$ cat config.mk
export PLATFORM = sky130hd
export DESIGN_NAME = calc_cmd_driver
export DESIGN_NICKNAME = d
export VERILOG_FILES = /design/src/rtl/calc_cmd_driver.sv
export SDC_FILE = /design/constraint.sdc
export NUM_CORES = 1
export LEC_CHECK = 0
export ABC_AREA = 1
export CAP_MARGIN = 20
export CELL_PAD_IN_SITES_DETAIL_PLACEMENT = 0
export CELL_PAD_IN_SITES_GLOBAL_PLACEMENT = 2
export CORE_ASPECT_RATIO = 0.7
export CORE_MARGIN = 5
export CORE_UTILIZATION = 31
export CTS_CLUSTER_DIAMETER = 60
export DETAILED_ROUTE_END_ITERATION = 6
export HOLD_SLACK_MARGIN = 0.06
export PLACE_DENSITY = 0.84
export SLEW_MARGIN = 20
export SYNTH_ARGS = -nofsm -noshare
export SYNTH_HDL_FRONTEND = slang
export SYNTH_SLANG_ARGS = --single-unit
$ cat constraint.sdc
create_clock -name clock -period 4.1 [get_ports clock]
set_input_delay 0.82 -clock clock [delete_from_list [all_inputs] [get_ports clock]]
set_output_delay 0.82 -clock clock [all_outputs]
set_load 0.02 [all_outputs]
$ cat src/rtl/calc_cmd_driver.sv
// Command FIFO and handshake driver for a seven-segment calculator core.
// Issues queued key codes one at a time and decodes the display on '='.
module calc_cmd_driver #(
  parameter int unsigned DEPTH       = 8,
  parameter int unsigned ACK_TIMEOUT = 16
) (
  input  logic        clock,
  input  logic        reset,
  input  logic        push_valid,
  input  logic [3:0]  push_cmd,
  output logic        push_ready,
  output logic [3:0]  cmd,
  input  logic [1:0]  status,
  input  logic [6:0]  displays [7:0],
  output logic        result_valid,
  output logic [31:0] result_bcd,
  output logic        result_err,
  output logic        timeout,
  output logic        busy
);

  localparam int unsigned AW = $clog2(DEPTH);
  localparam int unsigned CW = $clog2(ACK_TIMEOUT + 1);
  localparam logic [AW:0] DEPTH_C   = (AW + 1)'(DEPTH);
  localparam logic [CW-1:0] ACK_LAST = CW'(ACK_TIMEOUT - 1);

  typedef enum logic [2:0] {IDLE, ISSUE, WAIT_ACK, WAIT_RESULT, CAPTURE} state_e;

  state_e        state_q, state_d;
  logic [3:0]    mem_q [DEPTH];
  logic [AW-1:0] wr_ptr_q, rd_ptr_q;
  logic [AW:0]   count_q;
  logic [CW-1:0] ack_cnt_q, ack_cnt_d;
  logic [3:0]    last_cmd_q, last_cmd_d;
  logic          timeout_q, timeout_d;
  logic [31:0]   result_bcd_q;
  logic          result_err_q;
  logic          full, empty, do_push, do_pop, capture;
  logic [31:0]   dec_bcd;
  logic          dec_fail;

  assign full    = (count_q == DEPTH_C);
  assign empty   = (count_q == '0);
  assign do_push = push_valid && !full && !reset;

  function automatic logic [4:0] seg_decode(input logic [6:0] seg);
    case (seg)
      7'h3F:   seg_decode = 5'h00;
      7'h06:   seg_decode = 5'h01;
      7'h5B:   seg_decode = 5'h02;
      7'h4F:   seg_decode = 5'h03;
      7'h66:   seg_decode = 5'h04;
      7'h6D:   seg_decode = 5'h05;
      7'h7D:   seg_decode = 5'h06;
      7'h07:   seg_decode = 5'h07;
      7'h7F:   seg_decode = 5'h08;
      7'h6F:   seg_decode = 5'h09;
      7'h00:   seg_decode = 5'h0A;
      7'h40:   seg_decode = 5'h0B;
      default: seg_decode = 5'h1F;  // bit 4 flags an unrecognised pattern
    endcase
  endfunction

  always_comb begin
    logic [4:0] d;
    d        = '0;
    dec_bcd  = '0;
    dec_fail = 1'b0;
    for (int unsigned i = 0; i < 8; i++) begin
      d                  = seg_decode(displays[i]);
      dec_bcd[i*4 +: 4]  = d[3:0];
      dec_fail           = dec_fail | d[4];
    end
  end

  always_comb begin
    state_d    = state_q;
    ack_cnt_d  = ack_cnt_q;
    last_cmd_d = last_cmd_q;
    timeout_d  = timeout_q;
    do_pop     = 1'b0;
    capture    = 1'b0;
    case (state_q)
      IDLE: if (!empty && status == 2'b10) state_d = ISSUE;
      ISSUE: begin
        do_pop     = 1'b1;
        last_cmd_d = mem_q[rd_ptr_q];
        ack_cnt_d  = '0;
        state_d    = WAIT_ACK;
      end
      WAIT_ACK: begin
        if (status != 2'b10) begin
          state_d = (last_cmd_q == 4'b1110) ? WAIT_RESULT : IDLE;
        end else if (ack_cnt_q == ACK_LAST) begin
          timeout_d = 1'b1;
          state_d   = IDLE;
        end else begin
          ack_cnt_d = ack_cnt_q + 1'b1;
        end
      end
      // Results are latched on the edge entering CAPTURE so the valid pulse
      // lines up with the updated fields one cycle after status leaves busy.
      WAIT_RESULT: if (status != 2'b00) begin
        capture = 1'b1;
        state_d = CAPTURE;
      end
      CAPTURE: state_d = IDLE;
      default: state_d = IDLE;
    endcase
  end

  always_ff @(posedge clock) begin
    if (do_push) mem_q[wr_ptr_q] <= push_cmd;
  end

  always_ff @(posedge clock) begin
    if (reset) begin
      state_q      <= IDLE;
      wr_ptr_q     <= '0;
      rd_ptr_q     <= '0;
      count_q      <= '0;
      ack_cnt_q    <= '0;
      last_cmd_q   <= 4'hF;
      timeout_q    <= 1'b0;
      result_bcd_q <= '0;
      result_err_q <= 1'b0;
    end else begin
      state_q    <= state_d;
      ack_cnt_q  <= ack_cnt_d;
      last_cmd_q <= last_cmd_d;
      timeout_q  <= timeout_d;
      if (do_push) wr_ptr_q <= wr_ptr_q + 1'b1;
      if (do_pop)  rd_ptr_q <= rd_ptr_q + 1'b1;
      case ({do_push, do_pop})
        2'b10:   count_q <= count_q + 1'b1;
        2'b01:   count_q <= count_q - 1'b1;
        default: ;
      endcase
      if (capture) begin
        result_bcd_q <= dec_bcd;
        result_err_q <= (status != 2'b10) | dec_fail;
      end
    end
  end

  // Outputs are forced to their idle values combinationally while reset is high.
  assign push_ready   = reset | ~full;
  assign cmd          = (state_q == ISSUE && !reset) ? mem_q[rd_ptr_q] : 4'hF;
  assign result_valid = (state_q == CAPTURE) && !reset;
  assign result_bcd   = reset ? '0 : result_bcd_q;
  assign result_err   = result_err_q & ~reset;
  assign timeout      = timeout_q & ~reset;
  assign busy         = !reset && (state_q != IDLE || !empty);

endmodule

Yosys cells after proc, flatten, opt, wreduce, memory -nomap -nowiden
Memories as Yosys holds them, arrays and structs flattened. A register that Yosys moved wholly into a read port is not among the register bits.
Index checks and enable logic that the tools add are counted.
{"block": "word_totals", "in_bits": 65, "wordCells": 187, "out_inout_bits": 41, "memories": 1, "ramBits": 32, "ff_bits": 56}
{"name": "mem_q", "words": 8, "width": 4, "read_ports": 1, "rd_ports_with_merged_regs": 1, "wr": 1, "line": "30", "rtl": "logic [3:0] mem_q [DEPTH];"}
{"block": "op_classes", "n_eq_ne": 104, "n_bitwise": 14, "muxes": 27, "n_reduce_logical": 27, "add_sub_neg": 5}
{"operator": "5-bit case mux with 12 select lines", "n": 8}
{"operator": "7-bit == test, second input constant", "n": 64}
{"operator": "7-bit by 3-bit == test with 1-bit output, second input constant", "n": 16}
{"operator": "7-bit by 6-bit == test with 1-bit output, second input constant", "n": 8}
{"operator": "7-bit zero test", "n": 8}
{"operator": "32-bit 2-to-1 mux", "n": 1}
{"operator": "3-bit 2-to-1 mux", "n": 6}
{"operator": "3-bit case mux with 4 select lines", "n": 1}
{"operator": "5-bit 2-to-1 mux", "n": 2}
{"operator": "2-bit inequality test, second input constant", "n": 5}
{"operator": "5-bit case mux with 2 select lines", "n": 1}
{"operator": "1-bit OR", "n": 9}
{"operator": "3-bit AND reduction", "n": 3}
{"operator": "4-bit == test, second input constant", "n": 2}
{"operator": "4-bit case mux with 2 select lines", "n": 1}
{"operator": "3-bit by 1-bit adder with 3-bit output, second input constant", "n": 2}
{"operator": "3-bit by 2-bit == test with 1-bit output, second input constant", "n": 2}
{"operator": "1-bit logical AND", "n": 6}
{"operator": "2-bit nonzero test", "n": 3}
{"operator": "5-bit by 1-bit adder with 5-bit output, second input constant", "n": 1}
{"operator": "5-bit by 4-bit == test with 1-bit output, second input constant", "n": 1}
{"operator": "1-bit 2-to-1 mux", "n": 5}
{"operator": "4-bit by 1-bit adder with 4-bit output, second input constant", "n": 1}
{"operator": "2-bit == test, second input constant", "n": 2}
{"operator": "other kinds (14)", "n": 19}

Longest topological paths before layout
Gate-level depths: netlist of run 1.
{"block": "depth", "word_depth": 10, "depth_mapped": 17, "ltp_nobuf": 17}

Worst setup path after synthesis of run 1
OpenSTA, ideal clock, no wires.
{"block": "synth_timing", "path_kind": "input -> output", "startpoint": "in reset", "endpoint": "out result_valid", "stages": 3, "path_buffers": 2, "path_slack_ns": 1.495, "required_time_ns": 3.280, "arrival_ns": 1.785, "cell_sequence": "buf_2 > buf_2 > nor4_1"}
{"block": "synth_via", "elab_chain_cells": 2}
{"item": "from (decl)", "line": "8", "rtl": "input logic reset,"}
{"item": "1-bit zero test", "line": "149", "rtl": "assign result_valid = (state_q == CAPTURE) && !reset;"}
{"item": "1-bit logical AND", "line": "149"}
{"item": "to (decl)", "line": "15", "rtl": "output logic result_valid,"}
Every way passes these cells.

==> results of run 1 <==
power groups by stage:
stage / Combinational, mW / Clock [mW] / Sequential, mW
3_5_place_dp: 0.430 / 0 / 1.03
5_1_grt: 0.487 / 0.973 / 1.02
6_report: 0.435 / 0.905 / 1.01
2_1_floorplan: 0.273 / 0 / 1.00
4_1_cts: 0.434 / 0.929 / 1.01
3_3_place_gp: 0.437 / 0 / 1.03
synth_stat cells, types with 4 or more instances:
cell / instances
sky130_fd_sc_hd__edfxtp_1: 32
sky130_fd_sc_hd__nand2_1: 211
sky130_fd_sc_hd__inv_1: 142
sky130_fd_sc_hd__a221o_1: 4
sky130_fd_sc_hd__o22a_1: 9
sky130_fd_sc_hd__buf_2: 6
sky130_fd_sc_hd__nand4_1: 13
sky130_fd_sc_hd__a21oi_1: 40
sky130_fd_sc_hd__nor3_1: 27
sky130_fd_sc_hd__o21ai_0: 20
sky130_fd_sc_hd__nor2_1: 180
sky130_fd_sc_hd__ha_1: 7
sky130_fd_sc_hd__nor2_2: 5
sky130_fd_sc_hd__nand3_1: 47
sky130_fd_sc_hd__a21oi_2: 10
sky130_fd_sc_hd__o2111ai_1: 4
sky130_fd_sc_hd__o22ai_1: 5
sky130_fd_sc_hd__dfxtp_1: 59
per-layer routing:
metal,track usage (%),vias to the layer above
met3,4.35,12
met2,21.6,134
li1,-,2988
met4,2.95,0
met1,24.3,2442
met5,0,-
state kept, by name, indices dropped and copies added, names as in the netlist, named ones only:
| register | count |
|---|---|
| result_bcd_q | 32 |
| timeout_q | 1 |
| rd_ptr_q | 3 |
| result_err_q | 1 |
| mem_q | 32 |
| ack_cnt_q | 5 |
| last_cmd_q | 4 |
| count_q | 4 |
| state_q | 3 |
| wr_ptr_q | 3 |
area by class of cell:
type	count	area share, %
multi-input combinational	617	40.0
sequential	91	29.4
timing repair buffer	108	14.7
inverter	146	7.58
tap	236	4.05
clock buffer	10	3.28
clock inverter	6	1.01
through the flow:
stage,hold slack (ns),instances
floorplan,0.436,869
global placement,0.445,1198
detailed placement,0.455,1198
CTS,0.465,1214
global route,0.499,1214
finish,0.458,1214
worst max-delay path by stage:
stage / start / endpoint / slack (ns) / cells after the start
6_report: flip-flop / cmd[0] / 0.84 / 5
4_1_cts: flip-flop / cmd[0] / 0.85 / 5
2_1_floorplan: reset / result_valid / 1.49 / 3
3_5_place_dp: reset / push_ready / 1.09 / 4
3_3_place_gp: reset / push_ready / 1.11 / 4
5_1_grt: flip-flop / cmd[2] / 0.71 / 6
worst max-delay path, delay by kind of cell, from the launching register on:
kind                   cells  cell delay (ns)
buffers and inverters      2             0.99
flip-flops                 1             0.48
AND/OR/NAND/NOR            2             0.23
AO/OA/AOI/OAI              1             0.37
logic make-up (layout without fill, tap and decap cells):
| family | count (synthesis) | count (layout) | synth area share, % |
|---|---|---|---|
| fa+ha+maj | 8 | 8 | 1.88 |
| xor+xnor | 2 | 2 | 0.306 |
| buf+inv | 161 | 270 | 11.5 |
| flops | 91 | 91 | 37.5 |
| compound gates | 107 | 107 | 12.2 |
| simple gates | 500 | 500 | 36.7 |
==> results.md, run 1 <==
- The switching power share of the total is 30.1%.
- After detailed placement, the total cell area comes to 6980 sq um.
- Buffers added to address setup during post-CTS repair amount to 0.
- The initial antenna violation count is 0.
- The synthesized netlist contains 48 unique library cells.
- Static timing analysis puts the maximum clock frequency at 306 MHz.
- The routed design uses 1070 um of met3 wire.
- Setup repair after global routing left no endpoint under its margin.
- A synthesized cell averages 6.58 sq um.
- The repair_antennas step left the layout with diodes totalling 0.
- The run finished with clean final reports.
- The synthesized design spends more area on one cell type than any other, namely sky130_fd_sc_hd__dfxtp_1.
- The antenna violation net count after detailed routing is 0.
- The post-route cell area is 7290 sq um.
- The largest net degree at the start of global routing is 32.
- The number of fillers in the final layout is 1,945.
- The max-slew violation total from the final report is 0.
- After the first detailed-routing iteration, the DRC count stood at 377.
- In this run, post-CTS repair resized a total of 0 instances.
- The setup clock skew after layout is 0.0140 ns.
- The maximum clock path buffer count is 2.
- The final net count is 1,046.
- Synthesis handed over a netlist of 869 instances.
- The hold-critical path depth is 2.
- Of the available clock period, the critical path in the final layout requires 79.6%.
- Summing all flip-flop and latch instances after layout gives 2140 sq um.
- Counting flops and latches in the post-synthesis netlist gives 91.
- For the worst setup path, the data required time is 3.28 ns.
- In this run, the clock network consumes 38.5% of the power.
- The number of detailed-routing iterations run before antenna repair is 5.
- The worst flop-to-flop path endpoint is count_q[3].
- Summed over its instances, the top area cell type makes up 20.7% of the synthesized netlist area.
- The number of endpoints with negative hold slack in the final report was 0.
- The async set-reset flop share out of synthesis is 0%.
- The path type of the worst min-delay path is flip-flop to flip-flop.
- Global routing consumed, over all layers together, 15.6% of the routing resources.
- IR analysis of the VDD net gives a maximum drop of 223 uV.
- The final worst setup slack is 0.836 ns.
- The clock root buffer is sky130_fd_sc_hd__clkbuf_16.
- The via count of the first global-routing pass is 4,995.
- The initial core utilization is 31.7%.
- The pin slew with the least headroom to its limit is 0.532 ns.
- The detailed router used layers up to and including met4.
- The clock network latency to the later pin of the worst-skew pair is 0.36 ns.
- In this design, the stage delay of the slowest critical-path cell is 0.62 ns.
- The total power is 2.35 mW.
- STA classifies the critical path startpoint as a flip-flop.
- By startpoint and endpoint, the worst setup path is classified as flip-flop to output port.
- In this run, synthesis inferred 32 flip-flops with an integrated enable.
- The fraction of final layout cells with drive strength greater than 1 is 5.11%.
- The most common flop cell mapped by yosys is sky130_fd_sc_hd__dfxtp_1.
- After detailed routing, the number of remaining DRC violations is 0.
- The maximum level of the CTS H-tree is 3.
- The placed wire-length estimate after detailed placement is 13,000 um.
- The top cell types in the final layout, fill and taps aside, are 211 x sky130_fd_sc_hd__nand2_1, 180 x sky130_fd_sc_hd__nor2_1, 142 x sky130_fd_sc_hd__inv_1, 104 x sky130_fd_sc_hd__clkdlybuf4s50_1, 59 x sky130_fd_sc_hd__dfxtp_1.
- After detailed routing, the average wire length per cell comes to 13.5 um.
- Setup violations remaining at the end of the flow were counted as 0.
- The master of the slowest instance on the critical path is sky130_fd_sc_hd__clkdlybuf4s50_1.
- Counting cells, the worst reg-to-reg path comes to 17.
- STA classifies the critical path endpoint as an output port.
- The clock drives 91 sinks.
- The final total negative setup slack is 0 ns.
- The post-detailed-route via-to-cell ratio is 4.59.
- Sorting the synthesized cells by area gives the leading types as sky130_fd_sc_hd__dfxtp_1 21%, sky130_fd_sc_hd__edfxtp_1 17%, sky130_fd_sc_hd__nand2_1 14%.
- At the end of routability-driven placement, the weighted congestion stood at 0.822.
- The total length of routed wires is 16,300 um.
- The smallest clock period supported by the final layout is computed as 3.26 ns.
- For the worst setup path, the data arrival time is 2.44 ns.
- The CTS tree is yes.
- The end point of the worst hold path is timeout_q.
- After clock tree synthesis, the flow added hold-fix buffers numbering 0.
- After floorplanning, the core was divided into 41 placement rows.
- After synthesis, flip-flops and latches occupy 37.5% of the total area.
- Before CTS, the worst setup slack after placement is 1.09 ns.
- The clock-pin slew on the worst setup and hold paths is 0.07 ns.
- In the final routing, the length of wire on met1 measures 8900 um.
- The multi-input gate area in the final layout is 2920 sq um.
- The via count is 5,576.
- The startpoint identified for the worst hold timing path is timeout_q.
- The I/O pin count is 106.
- The die area is 21,300 sq um.
- The startpoint of the worst register-to-register path is count_q[1].
- The signal on the critical path passes through inv_1, nand2_1, a221o_1, nand3_1, clkdlybuf4s50_1.
- The number of max-capacitance violations reported is 0.
- The utilization after layout is 40.4%.
- The global-route wire length before repair is 26,200 um.
- The combinational share of power is 18.5%.
- Detailed routing placed a total of 6230 um of wire on met2.
- The sequential share of power is 42.9%.
- The synthesized netlist occupies a cell area of 5720 sq um.
- The number of warnings printed during yosys synthesis is 0.
- The library cell used most frequently in the layout, excluding fill and tap cells, is sky130_fd_sc_hd__nand2_1.
- The net load switching power is 0.706 mW.
- In this run the register-to-register setup slack is 1.73 ns.
- Of all nets on the critical path, the largest fanout is 15.
- Summed over all cells, the static leakage comes to 3.24 nW.
- Internal power comes to 1.64 mW.
- The number of nets produced by synthesis is 942.
- The chip height is 124 um.
- In this run, CTS created clock tree buffers numbering 9.
- The horizontal extent of the die is 172 um.
- The count of buffers added on input and output ports is 105.
- The ratio of total power to cell area is 322 nW/um^2.
- In this run the standard cell core region covers 18,100 sq um.
- The worst pin sits at a relative slew slack of 64.5%.
- The relative area change from synthesis to final layout is 27.5%.
- The global route total overflow is 0.
Note: power is estimated with default switching activity, not from simulation.
==> run 2, diff against run 1 <==
CORE_UTILIZATION = 26   (was 31)
PLACE_DENSITY = 0.74   (was 0.84)
clock period = 3 ns   (was 4.1 ns; I/O delays follow)
==> run 2 against run 1 <==
Against the previous run: worst hold slack better by 0.0031 ns; final area is 1.3% higher; via count stayed put; sequential share of layout area is 0.37 points lower; clock power is 31% higher; critical endpoint is now cmd[2]; largest power group unchanged.
==> results.md, run 2 (same netlist as run 1, synthesis figures left out) <==
- The initial core utilization is 26.4% (-5.3 points).
- The highest fanout seen on the critical path is 10 (-5).
- The clock root buffer is sky130_fd_sc_hd__clkbuf_16.
- The required time at the endpoint of the critical path is 2.40 ns (-0.88 ns).
- The worst path in the final design needs a cycle of 2.81 ns, including I/O delays and setup.
- The total leakage power is 3.26 nW (+0.67%).
- The critical path startpoint category is a flip-flop.
- Setup repair after global routing left no endpoint under its margin.
- The placed wire-length estimate after detailed placement came to 13,500 um (+3.8%).
- The most frequent standard cell in the layout excluding fill and tap cells is sky130_fd_sc_hd__nand2_1.
- In the layout the commonest cells are 211 x sky130_fd_sc_hd__nand2_1, 180 x sky130_fd_sc_hd__nor2_1, 142 x sky130_fd_sc_hd__inv_1, 104 x sky130_fd_sc_hd__clkdlybuf4s50_1, 59 x sky130_fd_sc_hd__dfxtp_1.
- The antenna violation net count after detailed routing is 0 (unchanged).
- The period utilization is 93.8%.
- The weighted congestion reported at the end of routability-driven placement is 0.815 (-0.82%).
- The global-route usage over all layers came to 13.3% (-2.3 points).
- The hold-critical path depth is 2 (unchanged).
- The footprint of the flip-flops and latches is 2140 sq um (unchanged).
- The internal portion of total power is 2.23 mW (+36%).
- The number of cells in the design after placement is 1,249 (+4.3%).
- The post-cts sizing count is 0 (unchanged).
- The count of cells along the worst register-to-register path is 17 (unchanged).
- The maximum level of the CTS H-tree is 3 (unchanged).
- The sequential share of power was 42.6% (-0.3 points).
- The clock network latency to the later pin of the worst-skew pair was 0.35 ns (about the same).
- The average wire per cell in the routed design is 13.2 um (-1.7%).
- The number of port buffers was 105 (unchanged).
- The hold-fix buffer count after cts was 0 (unchanged).
- The initial antenna violation count is 1 (+1).
- The family with the most delay on the worst path is buffers and inverters.
- The count of endpoints failing setup in the final report came to 0 (unchanged).
- In the final layout, the registers with the most flip-flops are mem_q (32), result_bcd_q (32), ack_cnt_q (5).
- The via count of the first global-routing pass is 5,264 (+5.4%).
- The total length of routed wires is 16,700 um (+2.5%).
- The worst flop-to-flop path endpoint is count_q[3].
- The relative area change from synthesis to final layout is 29.2%.
- The end point of the worst hold path is timeout_q.
- The post-detailed-route via-to-cell ratio is 4.41 (-4.0%).
- The via count is 5,576 (unchanged).
- The DRC violation total after the first TritonRoute iteration is 350 (-7.2%).
- The number of fillers in the final layout is 2,313 (+19%).
- The sort of element at the end of the critical path is an output port.
- The number of diodes added for antenna fixing was 0 (unchanged).
- The utilization after layout is 34.1% (-6.3 points).
- The master of the slowest instance on the critical path is sky130_fd_sc_hd__clkdlybuf4s50_1.
- The chip height was 134 um (+8.4%).
- The I/O pin count is 106 (unchanged).
- The delay of the slowest cell on the worst path was 0.61 ns (about the same).
- The post-CTS setup repair buffer count is 0 (unchanged).
- The max-slew violation total from the final report is 0 (unchanged).
- The signal on the critical path passes through inv_1, buf_4, nand2_1, a221o_1, nand3_1, clkdlybuf4s50_1.
- The number of endpoints with negative hold slack in the final report is 0 (unchanged).
- The global route total overflow came to 0 (unchanged).
- The die area is 25,100 sq um (+18%).
- The worst endpoint data arrival time is 2.21 ns (-0.23 ns).
- Based on the critical path, the design can be clocked at up to 355 MHz.
- The net load switching power came to 0.973 mW (+38%).
- The relative slew slack is 64.9% (+0.41 points).
- The multi-input gate area in the final layout came to 2920 sq um (unchanged).
- The number of buffers inserted during clock tree synthesis is 9 (unchanged).
- The pin slew with the least headroom to its limit came to 0.526 ns (-0.00543 ns).
- The number of remaining DRC errors is 0 (unchanged).
- The minimum setup slack among reg-to-reg paths came to 0.68 ns (-1.05 ns).
- The fraction of final layout cells with drive strength greater than 1 is 5.60% (+0.48 points).
- The number of sinks on the clock net was 91 (unchanged).
- The number of buffers and inverters on the critical path is 3 (+1).
- The maximum clock path buffer count is 2 (unchanged).
- The final net count is 1,051 (+0.48%).
- The setup clock skew after layout is 0.00893 ns (-0.00503 ns).
- The number of detailed-routing iterations run before antenna repair came to 4 (-1).
- The hold slack is 0.461 ns (+0.00306 ns).
- The post-route non-filler standard cell count is 1,265 (+4.2%).
- The core box area is 21,700 sq um (+20%).
- The largest net degree at the start of global routing is 32 (unchanged).
- The final total negative setup slack is 0 ns (unchanged).
- The clock-pin slew on the worst setup and hold paths came to 0.08 ns (about the same).
- The clock share of power came to 37.3% (-1.2 points).
- The switching power share of the total was 30.4% (+0.36 points).
- The number of max-capacitance violations reported is 0 (unchanged).
- The total power is 3.20 mW (+36%).
- The combinational share of power is 20.0% (+1.5 points).
- The standard-cell row count is 45 (+9.8%).
- The ratio of total power to cell area was 433 nW/um^2 (+34%).
- The global-route wire length before repair is 27,200 um (+3.5%).
- The beginning of the worst hold path is timeout_q.
- The worst hold path belongs to the class flip-flop to flip-flop.
- The kind of critical path is flip-flop to output port.
- TritonCTS built the clock tree.
- The horizontal extent of the die came to 187 um (+8.7%).
- In this run the critical register-to-register path is launched from count_q[0].
- The flow ran to the end, and the final reports show no timing, DRC or antenna violations.
- The peak supply drop is 256 uV (+15%).
==> run 2: changes by cell type in the layout (fill, tap and decap cells not counted), sizes merged <==
cell      change
buf           +5
bufinv        -1
clkinvlp      +1
==> run 2: power by group through the flow <==
stage | Sequential [mW] | Clock (mW) | Combinational, mW
after global placement | 1.39 | 0 | 0.656
final | 1.36 | 1.19 | 0.641
after global routing | 1.37 | 1.28 | 0.726
after detailed placement | 1.39 | 0 | 0.640
after floorplan | 1.37 | 0 | 0.372
after CTS | 1.36 | 1.24 | 0.644
==> run 2: per-stage QoR <==
step	worst slack [ns]	cell area [sq um]
after floorplan	0.818	5720
after detailed placement	0.274	7070
after global placement	0.285	7070
final	0.186	7390
after global routing	0.0728	7390
after CTS	0.146	7390
==> run 2: worst min-delay path, cell delays in order (launching register included) <==
cell,delay (ns)
sky130_fd_sc_hd__dfxtp_1,0.30
sky130_fd_sc_hd__inv_1,0.06
sky130_fd_sc_hd__a21oi_1,0.06
==> run 2: cell type report <==
| type | instances | area share (%) |
|---|---|---|
| clock buffer | 10 | 3.39 |
| clock inverter | 6 | 0.830 |
| inverter | 146 | 7.49 |
| multi-input combinational | 617 | 39.5 |
| sequential | 91 | 29.0 |
| tap | 282 | 4.78 |
| timing repair buffer | 113 | 15.0 |
==> run 2: how the worst max path moves through the flow <==
stage	startpoint	slack [ns]	cells past startpoint	to
2_1_floorplan	reset	0.82	13	count_q[3]
3_3_place_gp	push_valid	0.29	14	count_q[3]
3_5_place_dp	push_valid	0.27	14	count_q[3]
4_1_cts	flip-flop	0.15	6	cmd[2]
5_1_grt	flip-flop	0.07	6	cmd[2]
6_report	flip-flop	0.19	6	cmd[2]
==> run 2: layer usage <==
layer	track usage (%)	routed length (um)
met5	0	20
met4	3.16	203
met3	3.43	960
met2	18.2	6240
met1	20.6	9320
==> run 3, diff against run 2 <==
CAP_MARGIN = 30   (was 20)
==> results of run 3 <==
Same layout as run 2: the final DEF is identical, and so are final timing and power.
